**src/rtl/apb_pkg.sv**
```systemverilog
// Shared APB definitions for the completer and requester blocks.
//   apb_state_e   : bus phase as seen by a completer (IDLE, SETUP, ACCESS)
//   DATA_W        : APB data width
//   APB_ADDR_LSB  : number of byte-offset bits below the word index
package apb_pkg;

  typedef enum logic [1:0] {
    IDLE   = 2'd0,
    SETUP  = 2'd1,
    ACCESS = 2'd2
  } apb_state_e;

  localparam int DATA_W       = 32;
  localparam int APB_ADDR_LSB = 2;

endpackage

```
**src/rtl/apb_sp_ram.sv**
```systemverilog
// Single-port DEPTH x DATA_W scratch memory.
// Synchronous write, combinational read, synchronous clear of every word.
// Ports:
//   clk    clock
//   reset  synchronous active-high clear of all words
//   we     write enable (one word at idx)
//   idx    word index shared by read and write
//   wdata  write data
//   rdata  combinational read data at idx
module apb_sp_ram
  import apb_pkg::*;
#(
  parameter int DEPTH = 64,
  parameter int AW    = $clog2(DEPTH)
) (
  input  logic              clk,
  input  logic              reset,
  input  logic              we,
  input  logic [AW-1:0]     idx,
  input  logic [DATA_W-1:0] wdata,
  output logic [DATA_W-1:0] rdata
);

  logic [DATA_W-1:0] mem [DEPTH];

  always_ff @(posedge clk) begin
    if (reset) begin
      for (int i = 0; i < DEPTH; i++) mem[i] <= '0;
    end else if (we) begin
      mem[idx] <= wdata;
    end
  end

  assign rdata = mem[idx];

endmodule

```
**src/rtl/apb_mem_responder.sv**
```systemverilog
// APB3 completer in front of a word-addressed scratch memory.
// Adds WAIT_CYCLES wait states per transfer and flags misaligned or
// out-of-range addresses with pslverr_o. All outputs are registered.
// Ports:
//   clk, reset            clock, synchronous active-high reset
//   psel_i, penable_i     APB select / access-phase enable
//   pwrite_i              1 = write, 0 = read
//   paddr_i               byte address
//   pwdata_i              write data
//   pready_o              transfer completes in the cycle it is high
//   prdata_o              read data (valid with pready_o on a read)
//   pslverr_o             error flag (valid with pready_o)
module apb_mem_responder
  import apb_pkg::*;
#(
  parameter int DEPTH       = 64,
  parameter int WAIT_CYCLES = 1,
  parameter int ADDR_W      = 10
) (
  input  logic              clk,
  input  logic              reset,
  input  logic              psel_i,
  input  logic              penable_i,
  input  logic              pwrite_i,
  input  logic [ADDR_W-1:0] paddr_i,
  input  logic [DATA_W-1:0] pwdata_i,
  output logic              pready_o,
  output logic [DATA_W-1:0] prdata_o,
  output logic              pslverr_o
);

  localparam int AW = $clog2(DEPTH);

  apb_state_e        state_q, state_d, phase;
  logic [3:0]        cnt_q, cnt_d;
  logic              wr_q, wr_d;
  logic [ADDR_W-1:0] addr_q, addr_d;
  logic [DATA_W-1:0] wdata_q, wdata_d;

  logic              pready_d, pslverr_d;
  logic [DATA_W-1:0] prdata_d;
  logic              fin;

  logic [ADDR_W-1:0] acc_addr;
  logic              acc_wr, acc_err;
  logic [AW-1:0]     ram_idx;
  logic [DATA_W-1:0] ram_rdata;
  logic              ram_we;

  function automatic logic addr_err(input logic [ADDR_W-1:0] a);
    return (a[APB_ADDR_LSB-1:0] != '0) ||
           (32'(a[ADDR_W-1:APB_ADDR_LSB]) >= 32'(DEPTH));
  endfunction

  apb_sp_ram #(.DEPTH(DEPTH), .AW(AW)) u_ram (
    .clk   (clk),
    .reset (reset),
    .we    (ram_we),
    .idx   (ram_idx),
    .wdata (wdata_q),
    .rdata (ram_rdata)
  );

  // The state register only ever holds IDLE or ACCESS; the SETUP phase is
  // the cycle in which IDLE sees psel_i & !penable_i, so that with zero wait
  // states the registered pready_o can rise in the first ACCESS cycle.
  always_comb begin
    phase = IDLE;
    if (state_q == ACCESS)           phase = ACCESS;
    else if (psel_i && !penable_i)   phase = SETUP;

    // Decode works on the live bus in SETUP and on the latched copy after.
    acc_addr = (phase == SETUP) ? paddr_i  : addr_q;
    acc_wr   = (phase == SETUP) ? pwrite_i : wr_q;
    acc_err  = addr_err(acc_addr);
    ram_idx  = acc_addr[APB_ADDR_LSB +: AW];

    state_d   = IDLE;
    cnt_d     = cnt_q;
    wr_d      = wr_q;
    addr_d    = addr_q;
    wdata_d   = wdata_q;
    fin       = 1'b0;
    pready_d  = 1'b0;
    pslverr_d = 1'b0;
    prdata_d  = '0;

    case (phase)
      SETUP: begin
        state_d = ACCESS;
        wr_d    = pwrite_i;
        addr_d  = paddr_i;
        wdata_d = pwdata_i;
        cnt_d   = 4'(WAIT_CYCLES);
        fin     = (WAIT_CYCLES == 0);
      end
      ACCESS: begin
        if (pready_o) begin
          state_d = IDLE;
        end else if (!psel_i) begin
          // Requester abandoned the transfer: no pready pulse, no write.
          state_d = IDLE;
        end else begin
          state_d = ACCESS;
          cnt_d   = cnt_q - 4'd1;
          fin     = (cnt_q == 4'd1);
        end
      end
      default: state_d = IDLE;
    endcase

    // fin means the next cycle is the completing one.
    if (fin) begin
      pready_d  = 1'b1;
      pslverr_d = acc_err;
      prdata_d  = (!acc_wr && !acc_err) ? ram_rdata : '0;
    end

    ram_we = (state_q == ACCESS) && pready_o && psel_i && wr_q && !acc_err;
  end

  always_ff @(posedge clk) begin
    if (reset) begin
      state_q   <= IDLE;
      cnt_q     <= '0;
      wr_q      <= 1'b0;
      pready_o  <= 1'b0;
      pslverr_o <= 1'b0;
      prdata_o  <= '0;
    end else begin
      state_q   <= state_d;
      cnt_q     <= cnt_d;
      wr_q      <= wr_d;
      pready_o  <= pready_d;
      pslverr_o <= pslverr_d;
      prdata_o  <= prdata_d;
    end
  end

  always_ff @(posedge clk) begin
    addr_q  <= addr_d;
    wdata_q <= wdata_d;
  end

endmodule

```
**config.mk**
```make
export PLATFORM = sky130hd
export DESIGN_NAME = apb_mem_responder
export DESIGN_NICKNAME = d
export VERILOG_FILES = /design/src/rtl/apb_pkg.sv /design/src/rtl/apb_sp_ram.sv /design/src/rtl/apb_mem_responder.sv
export SDC_FILE = /design/constraint.sdc
export NUM_CORES = 2
export LEC_CHECK = 0
export CAP_MARGIN = 20
export CORE_MARGIN = 4
export CORE_UTILIZATION = 50
export DETAILED_ROUTE_END_ITERATION = 10
export PLACE_DENSITY = 0.64
export SYNTH_ARGS = -nofsm -noshare
export SYNTH_HDL_FRONTEND = slang
export SYNTH_SLANG_ARGS = --single-unit
```
**constraint.sdc**
```tcl
create_clock -name clk -period 4.5 [get_ports clk]
set_clock_uncertainty 0.2 [all_clocks]
set_input_delay 0.45 -clock clk [delete_from_list [all_inputs] [get_ports clk]]
set_output_delay 0.45 -clock clk [all_outputs]
set_load 0.02 [all_outputs]
```
==> results.tsv <==
stage	metric	value	unit
synth	ys async rst share	0	%
floorplan	Ports	81	
sta	Fmax achieved	232	MHz
drt	Routed Antenna Nets	0	
drt	vias after detailed routing	57200	
critical_path	WP data required	5010	ps
floorplan	Die Y	434	microns
critical_path	CP Data Arrival Time	4810	ps
cts	CTS root buffer	clkbuf_16	
sta	final setup fails	0	
sta	RSZ-0062 raised after global routing	no	
min_path	HP Class	in -> reg	
place	placed standard-cell area	97200	sq um
power	power consumption	44.4	mW
place	HPWL after DPL	169000	microns
sta	worst setup margin	195	ps
synth	number of synthesized flops with an enable pin	2080	
place	pre-CTS setup slack	-578	ps
grt	initial antenna violation count	13	
cts	clock-pin slew on the worst setup and hold paths	60	ps
power	power per standard cell area	426	nW/um^2
synth	Syn. warnings	0	
outcome	status	complete, no violations	
sta	Tcrit/Tclk final	95.7	%
synth	Mean Syn Cell Area	14.0	sq um
floorplan	die width	434	microns
sta	crit path time final	4310	ps
place	Port Buffers	80	
grt	grt total ovfl	0	
place	Placer Congestion	0.928	
drt	WL final	276000	microns
cts	TritonCTS Sinks	2130	
final_layout	Non-Filler Instances	9191	
critical_path	critical path class	reg -> reg	
synth	Main synth FF type	edfxtp_1	
floorplan	Cell Rows	156	
critical_path	CP max FO	26	
drt	vias per inst	6.22	
synth	Seq/Total Area, Yosys	69.8	%
synth	Synth area leaders	edfxtp_1 (69%), and2_1 (14%), a22oi_1 (4.2%), clkbuf_1 (2.5%), a221oi_1 (2.5%)	
final_layout	leading cell type in the layout, fill and taps excluded	edfxtp_1	
final_layout	Util after Layout	57.6	%
cts	Max clock buf depth	3	
grt	Total GRT Usage	29.0	%
synth	syn nets	6550	
sta	final hold violation count	0	
sta	Fin Hold WS	57.1	ps
cts	CTS tree	yes	
sta	Slew Limit Fails	0	
grt	wire length of the first global-routing pass	397000	microns
final_layout	Fillers	14000	
critical_path	Worst setup EP type	register	
critical_path	crit-path cells	nor3b_2, buf_4, buf_4, mux2_8, buf_4, a22o_1, a221oi_1, nand3_1, a21oi_1, buf_4, a31oi_1	
sta	Worst Max-Slew Pin Slew	1060	ps
synth	post-synth top area cell	edfxtp_1	
synth	Synth top area share	68.7	%
final_layout	synth-to-layout area growth	14.6	%
cts	CTS HTree Levels	4	
power	Peak VDD IR	0.427	mV
synth	synthesis-stage register bit count	2130	
floorplan	DIE AREA	189000	sq um
sta	max_slew headroom	29.0	%
critical_path	CP max stage delay	800	ps
cts	cts bufs inserted	215	
sta	setup TNS	0	ps
final_layout	Final #Nets	6690	
drt	First DRT Iteration DRCs	7334	
critical_path	CP max-delay cell	a21oi_1	
critical_path	critical path's most frequent cell	buf_4	
place	placed cell count	8757	
final_layout	commonest non-fill, non-tap cells in the layout	edfxtp_1 (2080), and2_1 (2049), a22oi_1 (513)	
drt	drt drc	0	
synth	Synth Instances	6501	
power	Leakage	37.3	nW
flow_run	count of max-cap constraint violations	0	
floorplan	Initial Util	50.3	%
cts	clk_lat worst skew	870	ps
drt	WL/cell	30.0	microns
grt	pin count of the biggest net entering global routing	75	
critical_path	Startpoint Class	register	
synth	mapped cell area	90900	sq um
grt	vias in the first global route	55200	
final_layout	fin area	104000	sq um
synth	Distinct cells, synth	35	
drt	Pre-antenna DRT Iters	8	
floorplan	Placeable Area	181000	sq um
final_layout	layout cells sized above 1	13.8	%
## Yosys cell counts, drive strengths merged, types with 16 or more instances
library cell / instances
a21oi: 64
a221oi: 255
a22o: 255
a22oi: 513
a31oi: 226
and2: 2049
buf: 60
clkbuf: 631
dfxtp: 50
edfxtp: 2080
nand2: 16
nand3: 68
nor2: 72
nor4: 34
or2: 65
## registers in the layout (all words and copies together), names as in the netlist
signal and flops:
wr_q 1, u_ram.mem 2048, pready_o 1, cnt_q 4, pslverr_o 1, prdata_o 32
wdata_q 32, addr_q 10, state_q 1
## timing repair
item / in CTS / in global routing
gates resized for setup: 0 / 1
setup endpoints to repair: 0 / 1
endpoints found under the hold margin: 41 / 0
setup buffers: 0 / 0
hold buffers: 36 / 0
## area by class of cell
class	count	area, sq um	share of cell area (%)
diodes	7	17.5	0.0168
clock buffers	285	5780	5.55
clock inverters	105	766	0.735
inverters	6	22.5	0.0216
multi-input cells	3674	25100	24.1
flip-flops and latches	2130	63500	60.9
well taps	2370	2970	2.85
repair buffers	614	6070	5.82
## layer usage
metal / share of wire [%] / wire, microns / GRT usage [%]
met3: 9.4 / 25900 / 5.02
met1: 40 / 112000 / 41.5
met5: 0.0080 / 22 / 0
met4: 4.9 / 13600 / 13.4
met2: 45 / 125000 / 43.8
## worst max-delay path: cells and delay by family, from the launching register on
| kind | cells | cell delay (ps) |
|---|---|---|
| AO/OA/AOI/OAI | 4 | 1430 |
| multiplexers | 1 | 450 |
| AND/OR/NAND/NOR | 2 | 610 |
| flip-flops | 1 | 320 |
| buffers and inverters | 4 | 1080 |
## cell families (layout without fill, tap and decap cells)
kind of cell | count (synthesis) | in the layout | share of synthesized area (%)
other cells | 0 | 7 | 0
buf+inv | 697 | 1010 | 2.91
mux | 20 | 20 | 0.235
xor+xnor | 2 | 2 | 0.0193
compound gates | 1314 | 1314 | 11.1
flops | 2130 | 2130 | 69.8
fa+ha+maj | 2 | 2 | 0.0275
simple gates | 2336 | 2336 | 15.9
## where the power goes
| group | leakage (nW) | switching [mW] | internal (mW) |
|---|---|---|---|
| combinational | 12.2 | 3.28 | 1.48 |
| clock | 3.19 | 7.55 | 9.49 |
| sequential | 21.8 | 0.221 | 22.4 |
| total | 37.3 | 11.1 | 33.3 |
## worst paths after layout
path,slack [ps],endpoint,cells past startpoint,from
worst max-delay path,190,prdata_o[9],11,state_q[1]
worst min register to register,280,addr_q[9],1,addr_q[9]
worst max register to register,190,prdata_o[9],11,state_q[1]
worst min-delay path,60,wr_q,3,pwrite_i
Note: power is estimated with default switching activity, not from simulation.
